`src/rtl/divisor_parametrizado.sv`:
```
// Multi-channel programmable clock-enable divider: one tick and one square wave per channel.
// Define DIVISOR_CASCADE_EN to chain channel k onto the ticks of channel k-1.
module divisor_parametrizado #(
    parameter int          COUNT_WIDTH = 32,
    parameter int          NUM_CH      = 2,
    parameter int unsigned DEFAULT_DIV = 50000000
) (
    input  logic                          clock,
    input  logic                          reset,
    input  logic                          enable,
    input  logic                          sync,
    input  logic [NUM_CH-1:0]             load,
    input  logic [NUM_CH*COUNT_WIDTH-1:0] div_value,
    output logic [NUM_CH-1:0]             tick_out,
    output logic [NUM_CH-1:0]             square_out
);

    localparam logic [COUNT_WIDTH-1:0] DEF_DIV = COUNT_WIDTH'(DEFAULT_DIV);

    for (genvar k = 0; k < NUM_CH; k++) begin : g_ch
        logic [COUNT_WIDTH-1:0] cnt_q, cnt_d;
        logic [COUNT_WIDTH-1:0] div_act_q, div_act_d;
        logic [COUNT_WIDTH-1:0] div_pend_q, div_pend_d;
        logic                   pend_q, pend_d;
        logic                   tick_q, tick_d;
        logic                   square_q, square_d;
        logic [COUNT_WIDTH-1:0] div_in;
        logic                   adv;
        logic                   wrap;
        logic                   upd_sq;
        logic [COUNT_WIDTH:0]   half;

        assign div_in = div_value[k*COUNT_WIDTH +: COUNT_WIDTH];
        assign wrap   = (cnt_q == div_act_q - COUNT_WIDTH'(1));

`ifdef DIVISOR_CASCADE_EN
        if (k == 0) begin : g_adv_root
            assign adv = enable;
        end else begin : g_adv_chain
            assign adv = enable & tick_out[k-1];
        end
`else
        assign adv = enable;
`endif

        always_comb begin
            cnt_d      = cnt_q;
            div_act_d  = div_act_q;
            div_pend_d = div_pend_q;
            pend_d     = pend_q;
            tick_d     = tick_q;
            square_d   = square_q;
            upd_sq     = 1'b0;
            half       = '0;
            if (sync) begin
                cnt_d    = '0;
                tick_d   = 1'b0;
                square_d = 1'b0;
                pend_d   = 1'b0;
                if (load[k]) begin
                    div_act_d  = div_in;
                    div_pend_d = div_in;
                end else if (pend_q) begin
                    div_act_d = div_pend_q;
                end
            end else begin
                if (div_act_q == '0) begin
                    cnt_d    = '0;
                    tick_d   = 1'b0;
                    square_d = 1'b0;
                    if (pend_q) begin
                        div_act_d = div_pend_q;
                        pend_d    = 1'b0;
                    end
                end else if (adv) begin
                    upd_sq = 1'b1;
                    if (wrap) begin
                        cnt_d  = '0;
                        tick_d = 1'b1;
                        // New ratio only takes effect on a period boundary
                        if (pend_q) begin
                            div_act_d = div_pend_q;
                            pend_d    = 1'b0;
                        end
                    end else begin
                        cnt_d  = cnt_q + COUNT_WIDTH'(1);
                        tick_d = 1'b0;
                    end
                end else begin
                    tick_d = 1'b0;
                end
                if (load[k]) begin
                    div_pend_d = div_in;
                    pend_d     = 1'b1;
                end
            end
            // One extra bit so an all-ones divide value does not overflow
            half = ({1'b0, div_act_d} + (COUNT_WIDTH+1)'(1)) >> 1;
            if (upd_sq) begin
                square_d = ({1'b0, cnt_d} < half);
            end
        end

        always_ff @(posedge clock) begin
            if (reset) begin
                cnt_q      <= '0;
                div_act_q  <= DEF_DIV;
                div_pend_q <= '0;
                pend_q     <= 1'b0;
                tick_q     <= 1'b0;
                square_q   <= 1'b0;
            end else begin
                cnt_q      <= cnt_d;
                div_act_q  <= div_act_d;
                div_pend_q <= div_pend_d;
                pend_q     <= pend_d;
                tick_q     <= tick_d;
                square_q   <= square_d;
            end
        end

        assign tick_out[k]   = tick_q;
        assign square_out[k] = square_q;
    end

endmodule

```
`config.mk`:
```
export PLATFORM = sky130hd
export DESIGN_NAME = divisor_parametrizado
export DESIGN_NICKNAME = d
export VERILOG_FILES = /design/src/rtl/divisor_parametrizado.sv
export SDC_FILE = /design/constraint.sdc
export NUM_CORES = 1
export LEC_CHECK = 0
export CAP_MARGIN = 40
export CORE_AREA = 2 2 190 173
export CTS_CLUSTER_SIZE = 25
export DETAILED_ROUTE_END_ITERATION = 7
export DIE_AREA = 0 0 192 175
export PLACE_DENSITY = 0.68
export SLEW_MARGIN = 20
export SYNTH_ARGS = -nofsm -noshare
export SYNTH_HDL_FRONTEND = slang
export SYNTH_SLANG_ARGS = --single-unit
```
`constraint.sdc`:
```
create_clock -name clock -period 19.7 [get_ports clock]
set_input_delay 5.91 -clock clock [delete_from_list [all_inputs] [get_ports clock]]
set_output_delay 5.91 -clock clock [all_outputs]
set_load 0.02 [all_outputs]
```
==> run_results.csv, run 1 <==
group,metric,value,unit
floorplanning,ios,74,
detailed_routing,drt_pre_antenna_iters,6,
worst_setup_path,path_max_fanout,15,
timing,finalCriticalPeriod,12.95,ns
status,status,"finished clean",
pwr,irDropWorstVdd,71.4,uV
global_routing,grt_use_total,31.6,%
layout,layout.nets,2188,
layout,areaGrowthSynthToFinish,9.43,%
detailed_routing,drtIter0Drc,1766,
cts,cts_setup_buffers,0,
worst_setup_path,cp.required,20.10,ns
floorplanning,rows,62,
cts,cts_tree,"built",
yosys,synth_top_area_share,25.3,%
yosys,yosysWarnings,0,
detailed_routing,drc,0,
hold_path,hp-class,"reg2reg",
cts,clockBufferDepth,2,
yosys,synth_cell_types,81,
yosys,synth-edff-count,0,
yosys,synth_nets,2213,
cts,cts_made_buffers,17,
worst_setup_path,r2r_start,"g_ch[1].div_act_q[1]$_SDFF_PP0_",
global_routing,grt_pass1_vias,13900,
worst_setup_path,cp.arrival,13.35,ns
pwr,total_power,1.03,mW
global_routing,grt_max_degree,87,
place,dp_hpwl,40500,um
layout,drive_above_1_share,5.67,%
floorplanning,die_x,192,um
flow_run,drv_cap,0,
place,placed_cells,2442,
worst_setup_path,critical_path_class,"in2reg",
yosys,syn_inst,2075,
timing,skew,0.0147,ns
pwr,static-leakage-power,6.44,nW
cts,cts_hold_repair.buffers,0,
worst_setup_path,cp-startpoint,"enable",
floorplanning,start_util,49.5,%
timing,fin_crit_sh,65.8,%
detailed_routing,avgViaCountPerCell,6.27,
yosys,synth-seq-area-share,25.3,%
yosys,netlist_area,0.0157,mm2
timing,hold_violations,0,
yosys,avgSynthCellArea,7.55,um2
timing,fin_setup_tns,0,ns
pwr,power_density,60.0,mW/mm2
cts,h-tree-depth,4,
timing,setup_violations,0,
cts,insertion_delay,0.47,ns
timing,holdWs,0.470,ns
detailed_routing,routedWlPerCell,21.6,um
timing,max_slew_margin,38.4,%
global_routing,grt_antenna_before_repair,2,
timing,rsz0062_at_grt,"false",
global_routing,grt_pass1_wl,81600,um
worst_setup_path,cp-start-kind,"input port",
yosys,synthTopCellsByArea,"dfxtp_1 25%, mux2i_1 6.7%, nor2_1 6.2%",
cts,cts.sinks,198,
cts,root_buffer,"clkbuf_16",
yosys,yosys.area.top_type,"dfxtp_1",
layout,fin_cells,2480,
hold_path,hp-start,"g_ch[0].div_pend_q[12]$_SDFFE_PP0P_",
timing,drv_slew,0,
floorplanning,dieArea,0.0336,mm2
place,io_buffers,73,
yosys,async_flop_share,0,%
worst_setup_path,critPathCaptureType,"flop",
detailed_routing,ant_nets,0,
yosys,ys.flop_type,"dfxtp_1",
yosys,ys_ff_latch,198,
detailed_routing,dr_total_vias,15500,
timing,fmax,77.2,MHz
floorplanning,fp.dieH,175,um
cts,path_clk_slew,0.07,ns
timing,worstMarginPinSlew,0.916,ns
global_routing,overflow,0,
floorplanning,core_area,0.0317,mm2
detailed_routing,routed_wl,53600,um
cts,post_cts_resized,0,
place,gp_congestion,0.982,
==> synth_stat cells, types with 7 or more instances <==
master      n
a21oi_1   107
nand4b_1    8
buf_1      20
nand2_1   180
a211oi_1   12
nor3_1    127
mux2_2     16
nand3_1    66
nor2_1    257
o22ai_1    12
clkbuf_1  109
a31oi_1    16
mux2i_1   105
a21o_1     25
o21ai_0    85
o31ai_1    11
nor2b_1    34
and2_1     14
nand3b_1   15
xnor2_1   100
a211o_1    10
nand4_1    43
nor4_1     36
ha_1       68
o211ai_1   13
and4_1     15
nand2b_1   32
dfxtp_1   198
or3_1      16
buf_6       7
nor4b_1     7
inv_1      38
or4_1      16
and3_1     24
xor2_1     96
or2_2      17
a22oi_1    13
==> metal layers <==
layer | GRT usage, % | vias to the layer above | routed length [um]
li1 | - | 7369 | -
met1 | 49.9 | 7439 | 26100
met2 | 42.8 | 667 | 21200
met3 | 6.29 | 63 | 5500
met4 | 8.08 | 0 | 799
met5 | 0 | - | 0
==> layout by cell type, fill, tap and decap left out, types with 6 or more instances in the layout <==
| cell type | n |
|---|---|
| a31oi_1 | 16 |
| clkdlybuf4s50_1 | 69 |
| o211ai_1 | 13 |
| a22oi_1 | 13 |
| inv_1 | 38 |
| xor2_1 | 96 |
| nor3b_1 | 6 |
| xnor2_1 | 100 |
| or3_1 | 16 |
| nor2_1 | 257 |
| a21o_1 | 25 |
| nand4_1 | 43 |
| a211o_1 | 10 |
| nor4_1 | 36 |
| nor4b_1 | 7 |
| ha_1 | 68 |
| a21oi_1 | 107 |
| and2_1 | 14 |
| and3_1 | 24 |
| nor2b_1 | 34 |
| nand4b_1 | 8 |
| o21ai_0 | 85 |
| nand3b_1 | 15 |
| a21boi_0 | 6 |
| mux2_2 | 16 |
| or4_1 | 16 |
| mux2i_1 | 105 |
| o22ai_1 | 12 |
| nand3_1 | 65 |
| dfxtp_1 | 196 |
| or4_4 | 6 |
| a211oi_1 | 12 |
| clkbuf_16 | 17 |
| nand2_1 | 179 |
| o31ai_1 | 11 |
| and4_1 | 15 |
| or2_2 | 17 |
| nand2b_1 | 32 |
| buf_4 | 24 |
| nor3_1 | 127 |
==> sequential cells by signal, indices dropped and copies added (netlist names) <==
signal	count
g_ch.cnt_q	64
g_ch.div_act_q	64
g_ch.div_pend_q	64
g_ch.pend_q	2
g_ch.square_q	2
g_ch.tick_q	2
==> kinds of logic after synthesis <==
kind of cell	synth area share (%)
AOI/OAI and AO/OA	14.8
xor gates and xnor gates	11.1
adders and majority gates	5.43
buffers and inverters	4.91
DFF	25.3
muxes	7.86
and+or+nand+nor	30.7
==> report_power, final <==
part	switching, mW	leakage (nW)	internal (mW)
Sequential	0.0253	1.62	0.416
Combinational	0.127	4.52	0.0853
Clock	0.180	0.296	0.194
==> area by class of cell <==
type,count,area (um2)
Clock buffer,18,439
Antenna cell,1,2.50
Inverter,39,146
Tap cell,416,520
Multi-Input combinational cell,1692,10900
Timing Repair Buffer,102,967
Sequential cell,198,3970
Clock inverter,14,161
Fill cell,3060,14500
==> stage by stage <==
step	cell area, um2	utilization, %	setup slack (ns)
2_1_floorplan	15700	-	8.54
3_3_place_gp	16500	52.0	6.60
3_5_place_dp	16500	52.1	6.43
4_1_cts	17100	54.0	6.90
5_1_grt	17100	54.2	6.14
6_report	17100	54.2	6.75
==> path summary, 6_finish.rpt <==
path                                         end  slack [ns]  cells after the start
max                g_ch[1].square_q$_SDFFE_PP0P_        6.75                     27
min          g_ch[0].div_pend_q[12]$_SDFFE_PP0P_        0.47                      2
min reg2reg  g_ch[0].div_pend_q[12]$_SDFFE_PP0P_        0.47                      2
max reg2reg        g_ch[1].square_q$_SDFFE_PP0P_       11.20                     30
==> critical path, stage by stage <==
cell and delay (ns):
clkdlybuf4s50_1 0.88, nand4_1 0.18, nor4_1 0.31, nor4bb_1 0.40, nor3b_1 0.61, nand3_1 0.62, a221oi_1 0.63, ha_1 0.28
o211ai_1 0.26, nor4_1 0.44, and2_1 0.34, nand2_1 0.11, xnor2_1 0.14, ha_1 0.31, a21o_1 0.18, a21o_1 0.17
a21o_1 0.18, a21oi_1 0.14, nor2b_1 0.05, o21ai_0 0.14, nand2b_1 0.07, a21oi_1 0.13, o21ai_0 0.08, a21o_1 0.19
a211o_1 0.28, a21o_1 0.17, a21oi_1 0.12
No activity file was read; power rests on OpenSTA's default activity.
==> run 2: changes to the inputs <==
==> constraint.sdc (replaced) <==
create_clock -name clock -period 13.6 [get_ports clock]
set_input_delay 4.08 -clock clock [delete_from_list [all_inputs] [get_ports clock]]
set_output_delay 4.08 -clock clock [all_outputs]
set_load 0.02 [all_outputs]
==> run_results.csv, run 2 (synthesized netlist as in run 1, its figures left out) <==
group,metric,value,unit
cts,clockBufferDepth,2,
global_routing,grt_antenna_before_repair,2,
pwr,static-leakage-power,6.37,nW
floorplanning,fp.dieH,175,um
worst_setup_path,critPathCaptureType,"flop",
floorplanning,rows,62,
hold_path,whs_path_depth,2,
timing,rsz0062_at_grt,"false",
layout,final_common_cell,"nor2_1",
timing,setup_slack,2.34,ns
timing,fin_setup_tns,0,ns
cts,path_clk_slew,0.07,ns
global_routing,overflow,0,
detailed_routing,ant_nets,0,
floorplanning,die_x,192,um
place,io_buffers,73,
place,dp_slack,2.03,ns
global_routing,grt_pass1_vias,14000,
place,dp_hpwl,40400,um
cts,h-tree-depth,4,
timing,fin_crit_sh,82.8,%
layout,layout.nets,2184,
worst_setup_path,reg2reg_depth,30,
layout,final_area,0.0170,mm2
floorplanning,ios,74,
floorplanning,start_util,49.5,%
place,placed_cell_area,0.0165,mm2
status,status,"finished clean",
layout,seq_area,0.00397,mm2
layout,multi_input_area,0.0109,mm2
hold_path,hp-class,"reg2reg",
layout,top_regs,"g_ch.cnt_q (64), g_ch.div_act_q (64), g_ch.div_pend_q (64)",
timing,fmax,88.8,MHz
floorplanning,dieArea,0.0336,mm2
cts,cts_made_buffers,17,
detailed_routing,drt_pre_antenna_iters,5,
worst_setup_path,ff2ff_setup_slack,5.24,ns
worst_setup_path,path_max_fanout,15,
global_routing,grt_max_degree,110,
pwr,irDropWorstVdd,99.2,uV
detailed_routing,dr_total_vias,15500,
pwr,power_density,84.4,mW/mm2
global_routing,grt_use_total,31.9,%
worst_setup_path,critical_path_class,"in2reg",
cts,post_cts_resized,0,
detailed_routing,routedWlPerCell,21.7,um
worst_setup_path,r2r_start,"g_ch[1].div_act_q[0]$_SDFF_PP0_",
detailed_routing,avgViaCountPerCell,6.24,
detailed_routing,routed_wl,53700,um
worst_setup_path,cp.required,14.00,ns
detailed_routing,drc,0,
cts,cts_hold_repair.buffers,0,
layout,fin_cells,2476,
layout,drive_above_1_share,5.34,%
timing,max_slew_margin,42.3,%
layout,final_cell_mix,"257 x nor2_1, 196 x dfxtp_1, 179 x nand2_1, 127 x nor3_1, 107 x a21oi_1",
cts,insertion_delay,0.47,ns
flow_run,drv_cap,0,
timing,drv_slew,0,
timing,worstMarginPinSlew,0.865,ns
layout,utilization,53.8,%
detailed_routing,drtIter0Drc,1869,
global_routing,grt_pass1_wl,82100,um
worst_setup_path,cp.arrival,11.65,ns
floorplanning,core_area,0.0317,mm2
timing,finalCriticalPeriod,11.26,ns
layout,fillers,3073,
timing,skew,0.0132,ns
cts,root_buffer,"clkbuf_16",
timing,hold_violations,0,
layout,areaGrowthSynthToFinish,8.77,%
place,placed_cells,2440,
hold_path,whs_endpoint,"g_ch[1].div_pend_q[0]$_SDFFE_PP0P_",
hold_path,hp-start,"g_ch[1].div_pend_q[0]$_SDFFE_PP0P_",
worst_setup_path,cp-start-kind,"input port",
cts,cts_setup_buffers,0,
place,gp_congestion,1.01,
worst_setup_path,reg2reg_to,"g_ch[1].square_q$_SDFFE_PP0P_",
worst_setup_path,cp-startpoint,"enable",
cts,cts_tree,"built",
cts,cts.sinks,198,
timing,setup_violations,0,
## run 2: cell types whose count changed in the layout (fill, tap and decap cells not counted)
cell        change
bufinv_16       -2
buf_4           -3
inv_8           -2
buf_8           +1
clkbuf_8        +1
clkinv_4        -2
inv_6           -2
buf_16          -1
clkinvlp_4      +4
buf_2           -1
diode_2         +1
clkbuf_1        +2
## run 2: how the worst max path moves through the flow
stage          depth (start not counted)                             to
2_1_floorplan                         28  g_ch[1].square_q$_SDFFE_PP0P_
6_report                              27  g_ch[1].square_q$_SDFFE_PP0P_
4_1_cts                               27  g_ch[1].square_q$_SDFFE_PP0P_
3_3_place_gp                          27  g_ch[1].square_q$_SDFFE_PP0P_
5_1_grt                               27  g_ch[1].square_q$_SDFFE_PP0P_
3_5_place_dp                          27  g_ch[1].square_q$_SDFFE_PP0P_
## run 2: final cells by class
class	count	area share, %
diodes	2	0.0294
clock buffers	21	2.70
multi-input cells	1692	64.2
repair buffers	98	5.44
flip-flops and latches	198	23.3
clock inverters	10	0.433
well taps	416	3.05
inverters	39	0.859
## run 2: metrics by stage
step	power (mW)	hold WS, ns
2_1_floorplan	0.850	0.445
3_3_place_gp	0.945	0.454
3_5_place_dp	0.950	0.458
4_1_cts	1.44	0.470
5_1_grt	1.50	0.487
6_report	1.44	0.466
## run 2: worst max-delay path, stage by stage
cell and delay (ns):
clkdlybuf4s50_1 0.85, nand4_1 0.16, nor4_1 0.44, nor4bb_1 0.38, nor3b_1 0.65, nand3_1 0.65, a221oi_1 0.62, ha_1 0.28
o211ai_1 0.24, nor4_1 0.48, and2_1 0.38, nand2_1 0.11, xnor2_1 0.14, ha_1 0.30, a21o_1 0.18, a21o_1 0.17
a21o_1 0.18, a21oi_1 0.14, nor2b_1 0.05, o21ai_0 0.15, nand2b_1 0.07, a21oi_1 0.13, o21ai_0 0.09, a21o_1 0.18
a211o_1 0.28, a21o_1 0.17, a21oi_1 0.10
## run 2: metal layers
layer	GRT usage [%]	wire length, um	vias to the layer above
met3	9.22	6030	47
met1	48.6	25600	7389
li1	-	-	7350
met4	5.53	563	0
met2	44.1	21600	665
met5	0	0	-
## run 2: power by group
part	switching [mW]	total [mW]	internal, mW
Combinational	0.185	0.308	0.122
Sequential	0.0367	0.640	0.603
Clock	0.247	0.491	0.244
